## src/rtl/buffer_register_sequencer_pkg.sv

```systemverilog
// Shared types and constants for the buffer-register sequencer.
package buffer_register_sequencer_pkg;

  localparam int unsigned MOD_W = 3;
  localparam int unsigned MSA_W = 8;
  localparam int unsigned CNT_W = 3;

  typedef enum logic [2:0] {
    ST_IDLE  = 3'd0,
    ST_CLR   = 3'd1,
    ST_SENSE = 3'd2,
    ST_SBRX  = 3'd3,
    ST_DONE  = 3'd4
  } state_t;

  typedef enum logic {
    OP_READ = 1'b0,
    OP_XFER = 1'b1
  } op_t;

  // Registered output bundle; index 0 is side A1, index 1 is side A2.
  typedef struct packed {
    logic [1:0]       cbrvn;
    logic [1:0]       sbrxv;
    logic [1:0]       parv;
    logic [MSA_W-1:0] msa_sel;
    logic             rd_ack;
    logic             xf_ack;
    logic             busy;
  } seq_out_t;

  localparam seq_out_t OUT_RST = '{
    cbrvn:   2'b11,
    sbrxv:   2'b00,
    parv:    2'b00,
    msa_sel: 8'h00,
    rd_ack:  1'b0,
    xf_ack:  1'b0,
    busy:    1'b0
  };

  // Even modules sit on side A1, odd modules on side A2.
  function automatic logic side_of(input logic [MOD_W-1:0] mod);
    return mod[0];
  endfunction

endpackage

```

## src/rtl/buffer_register_sequencer_bitcount_mod8.sv

```systemverilog
// 3-bit bit-time counter for the serial-transfer phase.
module bitcount_mod8
  import buffer_register_sequencer_pkg::*;
(
  input  logic             clk,
  input  logic             rst,
  input  logic             i_clear,
  input  logic             i_inc,
  output logic [CNT_W-1:0] o_count,
  output logic [CNT_W-1:0] o_count_nxt_c
);

  logic [CNT_W-1:0] r_count;

  // Next count: clear wins over increment, wraps modulo 8.
  always_comb begin
    o_count_nxt_c = r_count;
    if (i_clear) begin
      o_count_nxt_c = '0;
    end else if (i_inc) begin
      o_count_nxt_c = r_count + CNT_W'(1);
    end
  end

  // Count register.
  always_ff @(posedge clk or posedge rst) begin
    if (rst) begin
      r_count <= '0;
    end else begin
      r_count <= o_count_nxt_c;
    end
  end

  assign o_count = r_count;

endmodule

```

## src/rtl/buffer_register_sequencer.sv

```systemverilog
// Sequences buffer-register clear, sense-amp strobe and serial transfer
// for memory reads and serial transfers, stepping once per v1 bit-time.
module buffer_register_sequencer
  import buffer_register_sequencer_pkg::*;
#(
  parameter int unsigned SBRX_LEN = 2
) (
  input  logic             clk,
  input  logic             rst,
  input  logic             v1,
  input  logic             rd_req,
  input  logic [MOD_W-1:0] rd_mod,
  output logic             rd_ack,
  input  logic             xf_req,
  input  logic             xf_side,
  output logic             xf_ack,
  output logic             a1cbrvn,
  output logic             a2cbrvn,
  output logic             a1sbrxv,
  output logic             a2sbrxv,
  output logic             a1parv,
  output logic             a2parv,
  output logic [MSA_W-1:0] msa_sel,
  output logic             busy
);

  localparam logic [CNT_W-1:0] LAST_CNT = CNT_W'(SBRX_LEN - 1);

  state_t           r_state;
  state_t           w_state_nxt;
  op_t              r_op;
  op_t              w_op_nxt;
  logic             r_side;
  logic             w_side_nxt;
  logic [MOD_W-1:0] r_mod;
  logic [MOD_W-1:0] w_mod_nxt;
  logic [CNT_W-1:0] w_count;
  logic [CNT_W-1:0] w_count_nxt;
  logic             w_cnt_clear;
  logic             w_cnt_inc;
  logic             w_last_bit;
  seq_out_t         r_out;
  seq_out_t         w_out_nxt;

  bitcount_mod8 u_bitcount (
    .clk           (clk),
    .rst           (rst),
    .i_clear       (w_cnt_clear),
    .i_inc         (w_cnt_inc),
    .o_count       (w_count),
    .o_count_nxt_c (w_count_nxt)
  );

  assign w_last_bit = (w_count == LAST_CNT);

  // Next-state, request latching and counter control.
  always_comb begin
    w_state_nxt = r_state;
    w_op_nxt    = r_op;
    w_side_nxt  = r_side;
    w_mod_nxt   = r_mod;
    w_cnt_clear = 1'b0;
    w_cnt_inc   = 1'b0;
    case (r_state)
      ST_IDLE: begin
        if (v1) begin
          if (rd_req) begin
            w_op_nxt    = OP_READ;
            w_mod_nxt   = rd_mod;
            w_side_nxt  = side_of(rd_mod);
            w_state_nxt = ST_CLR;
          end else if (xf_req) begin
            w_op_nxt    = OP_XFER;
            w_side_nxt  = xf_side;
            w_state_nxt = ST_CLR;
          end
        end
      end
      ST_CLR: begin
        if (v1) begin
          if (r_op == OP_READ) begin
            w_state_nxt = ST_SENSE;
          end else begin
            w_state_nxt = ST_SBRX;
            w_cnt_clear = 1'b1;
          end
        end
      end
      ST_SENSE: begin
        if (v1) begin
          w_state_nxt = ST_DONE;
        end
      end
      ST_SBRX: begin
        if (v1) begin
          if (w_last_bit) begin
            w_state_nxt = ST_DONE;
          end else begin
            w_cnt_inc = 1'b1;
          end
        end
      end
      ST_DONE: begin
        w_state_nxt = ST_IDLE;
      end
      default: begin
        w_state_nxt = ST_IDLE;
      end
    endcase
  end

  // Output decode from the upcoming state so registered outputs line up with it.
  always_comb begin
    w_out_nxt      = OUT_RST;
    w_out_nxt.busy = (w_state_nxt != ST_IDLE);
    case (w_state_nxt)
      ST_CLR: begin
        w_out_nxt.cbrvn[w_side_nxt] = 1'b0;
      end
      ST_SENSE: begin
        w_out_nxt.msa_sel = MSA_W'(1) << w_mod_nxt;
      end
      ST_SBRX: begin
        w_out_nxt.sbrxv[w_side_nxt] = 1'b1;
        w_out_nxt.parv[w_side_nxt]  = (w_count_nxt == LAST_CNT);
      end
      ST_DONE: begin
        w_out_nxt.rd_ack = (w_op_nxt == OP_READ);
        w_out_nxt.xf_ack = (w_op_nxt == OP_XFER);
      end
      default: begin
        w_out_nxt.busy = w_out_nxt.busy;
      end
    endcase
  end

  // State, latch and output registers.
  always_ff @(posedge clk or posedge rst) begin
    if (rst) begin
      r_state <= ST_IDLE;
      r_op    <= OP_READ;
      r_side  <= 1'b0;
      r_mod   <= '0;
      r_out   <= OUT_RST;
    end else begin
      r_state <= w_state_nxt;
      r_op    <= w_op_nxt;
      r_side  <= w_side_nxt;
      r_mod   <= w_mod_nxt;
      r_out   <= w_out_nxt;
    end
  end

  assign a1cbrvn = r_out.cbrvn[0];
  assign a2cbrvn = r_out.cbrvn[1];
  assign a1sbrxv = r_out.sbrxv[0];
  assign a2sbrxv = r_out.sbrxv[1];
  assign a1parv  = r_out.parv[0];
  assign a2parv  = r_out.parv[1];
  assign msa_sel = r_out.msa_sel;
  assign rd_ack  = r_out.rd_ack;
  assign xf_ack  = r_out.xf_ack;
  assign busy    = r_out.busy;

endmodule

```

## config.mk

```make
export PLATFORM = sky130hd
export DESIGN_NAME = buffer_register_sequencer
export DESIGN_NICKNAME = d
export VERILOG_FILES = /design/src/rtl/buffer_register_sequencer_pkg.sv /design/src/rtl/buffer_register_sequencer_bitcount_mod8.sv /design/src/rtl/buffer_register_sequencer.sv
export SDC_FILE = /design/constraint.sdc
export NUM_CORES = 1
export LEC_CHECK = 0
export CAP_MARGIN = 20
export CORE_MARGIN = 1.5
export CORE_UTILIZATION = 45
export DETAILED_ROUTE_END_ITERATION = 8
export HOLD_SLACK_MARGIN = 0.1
export PLACE_DENSITY = 0.7
export SLEW_MARGIN = 20
export SYNTH_ARGS = -nofsm -noshare
export SYNTH_HDL_FRONTEND = slang
export SYNTH_SLANG_ARGS = --single-unit
```

## constraint.sdc

```tcl
create_clock -name clk -period 3.9 [get_ports clk]
set_input_delay 0.585 -clock clk [delete_from_list [all_inputs] [get_ports clk]]
set_output_delay 0.585 -clock clk [all_outputs]
set_load 0.01 [all_outputs]
```

# [After elaboration in Yosys (flattened, before gate mapping)]
# Index checks and enable logic that the tools add are counted.
[word_totals] register_bits=28 inputBits=9 word_cells=65
[op_classes] add_sub_neg=1 n_lt_le_gt_ge=2 eq_ne=9 shift=1 n_mux=34 bitwise_logic=3 n_reduce_logical=3
[op_table] cell="2-to-1 mux 3 bit" n=12
[op_table] cell="2-to-1 mux 1 bit" n=16
[op_table] cell="equality test 3 x 1 -> 1 bit, second input constant" n=4
[op_table] cell="equality test 3 x 2 -> 1 bit, second input constant" n=4
[op_table] cell="one-hot mux 3 bit (4 select lines)" n=1
[op_table] cell="2-to-1 mux 8 bit" n=1
[op_table] cell="<< shifter 1 x 3 -> 8 bit, first input constant" n=1
[op_table] cell="2-to-1 mux 2 bit" n=2
[op_table] cell="2-to-1 mux 4 bit" n=1
[op_table] cell="adder 3 x 1 -> 3 bit, second input constant" n=1
[op_table] cell="equality test 3 bit, second input constant" n=1
[op_table] cell="logical NOT 3 bit" n=1
[op_table] cell="nonzero test 3 bit" n=1
[op_table] cell="AND 2 bit" n=1
[op_table] cell="less-than comparator 1 x 2 -> 1 bit, second input constant" n=1
[op_table] cell="inverter 2 bit" n=1
[op_table] cell="demux 1 bit (select 1 bit)" n=1
[op_table] cell=">= comparator 1 bit, second input constant" n=1
[op_table] cell="logical AND 1 bit" n=1
[op_table] cell="inverter 1 bit" n=1

# [Logic depth before layout (Yosys ltp)]
[depth] word_depth=10 depth_mapped=7

# [Hierarchy]
# A second synthesis with hierarchy kept.
[unflattened] hier_cells=120 hier_area_um2=1260.0
[by_module_without_submodules] module="buffer_register_sequencer" instances=1 cells_each=108 area_per_inst_um2=1119.8 seq_area_each_um2=628.1
[by_module_without_submodules] module="bitcount_mod8" instances=1 cells_each=12 area_per_inst_um2=140.1 seq_area_each_um2=75.1

# [Least setup slack after synthesis]
# Ideal clock, no wire load.
[synth_timing] path_kind="input port to flip-flop" start="input v1" end="register r_out, in the netlist msa_sel[2]" t_arrival_ps=1744 required_ps=3812 setup_slack_ps=2069 stages=7 n_path_buf=2 path_cell_list="buf_2 > nor4b_4 > and2_1 > buf_4 > mux2i_4 > inv_2 > nor3_1"
[synth_lines] element="start, declared" line_no="buffer_register_sequencer.sv:10" text="input logic v1,"
[synth_lines] element="end signal, assigned" line_no="buffer_register_sequencer.sv:150" text="r_out <= w_out_nxt;"
[synth_lines] element="end, declared" line_no="buffer_register_sequencer.sv:42" text="seq_out_t r_out;"

==> qor_table.md <==
| Stage | Quantity | Reported |
|---|---|---|
| sta | Post-Route Setup TNS | 0 ns |
| hold path | Class of the tightest hold or removal check | register to register |
| synth | Yosys synthesis warning count | 0 |
| synth | Unique cell type count in the Yosys netlist | 43 |
| die | Die Outline Area | 3420 um2 |
| synth | Fraction of the mapped netlist area in compound gates | 0.135 |
| clock tree | CTS H-tree lvls | 1 |
| die | Num ports | 26 |
| power and ir drop | Overall Power | 1150 uW |
| synth | Mean Syn Cell Area | 11.0 um2 |
| clock tree | TritonCTS clock tree | yes |
| drt | Drc violations | 0 |
| synth | Post-synth top flop | dfrtp_1 |
| sta | Count of final hold-check violations | 0 |
| synth | Cells after Synth | 126 |
| final layout | Final-stage net count | 163 |
| clock tree | CTS Buf Count | 3 |
| global routing | Total congestion overflow | 0 |
| setup path | Worst EP arrival | 2.66 ns |
| final layout | Diode insertion count for antenna repair | 0 |
| clock tree | Maximum number of buffers from clock root to sink | 2 |
| placed design | Final RePlAce weighted congestion | 0.786 |
| sta | Ratio of final minimum period to clock period | 0.621 |
| global routing | Initial antenna violation count | 0 |
| synth | Dominant combinational cell family by area after synthesis | simple AND/OR/NAND/NOR gates |
| power and ir drop | Largest voltage drop on the vdd net | 0.000397 V |
| die | Die Ht | 58.5 um |
| sta | Final count of pins violating max slew | 0 |
| final layout | Leading cell type in the layout, fill and taps excluded | dfrtp_1 |
| global routing | Global router's overall resource usage | 0.181 |
| setup path | Startpoint of the most critical register-to-register path | r_state[1] |
| clock tree | Clock-pin slew on the worst setup and hold paths | 0.15 ns |
| synth | Fraction of synthesized area in multiplexers | 0.0163 |
| synth | Cell Area, Synth | 1390 um2 |
| placed design | Sum of net half-perimeters after detailed placement | 2070 um |
| setup path | Peak fanout along the critical path | 11 |
| power and ir drop | Areal power density over the cells | 679 nW/um2 |
| drt | Post-detailed-routing wire length | 2640 um |
| drt | Initial DRC count | 22 |
| power and ir drop | Leakage power summed over all cells | 0.000722 uW |
| final layout | Syn-to-layout area delta | 22.3% |
| final layout | Highest-count cells in the layout ignoring fill and taps | 26 x dfrtp_1, 25 x clkdlybuf4s50_1, 11 x nor3_1 |
| final layout | Fraction of layout cells with a size suffix above 1 | 0.132 |
| setup path | Classification of the worst setup path | input pin to register |
| sta | Worst slew pin tran | 0.562 ns |
| setup path | Critical path required time | 4.14 ns |
| clock tree | Root Buffer | clkbuf_4 |
| synth | Xor/xnor cell area share of the yosys netlist | 0.00632 |
| global routing | Via count of the first global-routing pass | 1006 |
| drt | Number of detailed-route iterations in the first pass | 4 |
| clock tree | Clk_lat worst skew | 0.33 ns |
| sta | Final setup violating endpoints | 0 |
| drt | Number of vias after detailed routing | 1019 |
| sta | Minimum setup slack in the final design | 1.48 ns |
| die | Effective utilization at floorplan | 0.490 |
| clock tree | Clock sink count | 28 |
| die | Die Wd | 58.5 um |
| synth | Share of synthesized cell area in full adder, half adder and majority cells | 0.0181 |
| placed design | Post-place setup slack | 1.15 ns |
| synth | Net count after synthesis | 137 |
| outcome | Status | complete, no violations |
| sta | Highest achievable clock rate | 413 MHz |
| synth | Proportion of register bits with asynchronous set or reset after synthesis | 1.00 |
| placed design | Port Buf Inserts | 25 |
| clock tree | Buffers inserted by post-CTS timing repair | 0 |
| drt | Number of vias per cell after detailed routing | 5.60 |
| drt | Antenna Violating Nets Remaining | 0 |
| setup path | Critical Path Source | v1 |
| setup path | Startpoint kind of the worst setup timing path | input pin |
| drt | DR WL/cell | 14.5 um |
| sta | Min Tclk post-route | 2.42 ns |
| sta | Clock Skews | 0.00478 ns |
| clock tree | Cells resized by post-CTS repair | 0 |
| sta | Unrepaired setup endpoints after global routing | false |
| synth | Area share of the leading cell type in the synthesized netlist | 0.470 |
| die | Area of the core | 2830 um2 |
| clock tree | Hold Buf Count CTS | 0 |
| die | Standard-cell row count | 19 |
| synth | Register bit total from synthesis | 28 |
| global routing | First-pass GRT wire length | 4780 um |
| synth | Sequential element share of the synthesized area | 0.508 |
| synth | Number of enable-type register cells in the synthesized netlist | 0 |
| synth | Post-synthesis cell type with the largest combined area | dfrtp_1 |
| global routing | Pin count of the biggest net entering global routing | 29 |
| synth | Ranking of synthesized cells by area | dfrtp_1 47%, nor3_1 4.0%, dfstp_2 3.8% |
| setup path | CP Capture Type | register |
| job | Number of max-cap violations | 0 |
| synth | Simple-gate share of the synthesized area | 0.264 |
| sta | Max-Slew Margin vs Limit | 0.625 |
| hold path | Startpoint of the worst hold path | r_mod[0] |
==> layer usage <==
metal	global-route usage	vias up	share of wire
li1	-	498	-
met1	0.252	486	0.47
met2	0.292	30	0.47
met3	0.0330	5	0.050
met4	0.0498	0	0.011
met5	0	-	0
==> cell type report <==
type	instances	area [um2]
inverters	9	33.8
clock buffers	3	22.5
repair buffers	26	258
well taps	31	38.8
fillers	255	1130
multi-input cells	84	608
flip-flops and latches	28	703
clock inverters	1	30.0
==> registers in the layout, indices dropped and copies added (netlist names), 3 cells and up <==
signal	count
r_state	3
r_mod	3
msa_sel	8
u_bitcount.o_count	3
==> where the power goes <==
part / internal (uW) / switching [uW]
sequential: 378 / 79.3
clock: 104 / 85.5
combinational: 228 / 276
==> cell families after synthesis <==
group,count (synthesis)
and+or+nand+nor,56
DFF,28
AOI/OAI and AO/OA,24
buffers and inverters,14
adders and majority gates,2
xor gates and xnor gates,1
muxes,1
==> path summary, 6_finish.rpt <==
check,slack (ns),end,cells past startpoint
max,1.48,msa_sel[0],7
max in group asynchronous,2.90,a1cbrvn,2
max reg2reg,1.80,msa_sel[0],6
min,0.57,r_mod[0],2
min in group asynchronous,0.62,msa_sel[3],2
min reg2reg,0.57,r_mod[0],2
==> cell usage after synthesis (3+ instances only) <==
library cell  number
dfrtp_1           26
nor3_1            11
inv_1              8
a21oi_1            7
nand2_1            7
nor2_1             6
nand2b_1           5
nor2b_1            5
a31oi_1            4
and2_1             3
nand3_1            3
o21ai_0            3
or3_1              3
==> worst max-delay path, stage by stage <==
cell and delay [ns]:
clkdlybuf4s50_1 0.64, nor4b_4 0.25, buf_4 0.22, and2_1 0.31, mux2i_4 0.34, inv_2 0.09
nor3_1 0.23
==> per-stage QoR <==
stage	instance area (um2)	instances	hold WS, ns	utilization
after global routing	1690	182	0.612	0.599
after CTS	1690	182	0.575	0.599
after global placement	1640	178	0.530	0.580
final	1690	182	0.571	0.599
after floorplan	1390	126	0.501	-
after detailed placement	1640	178	0.540	0.580
(Power assumes the default switching activity.)
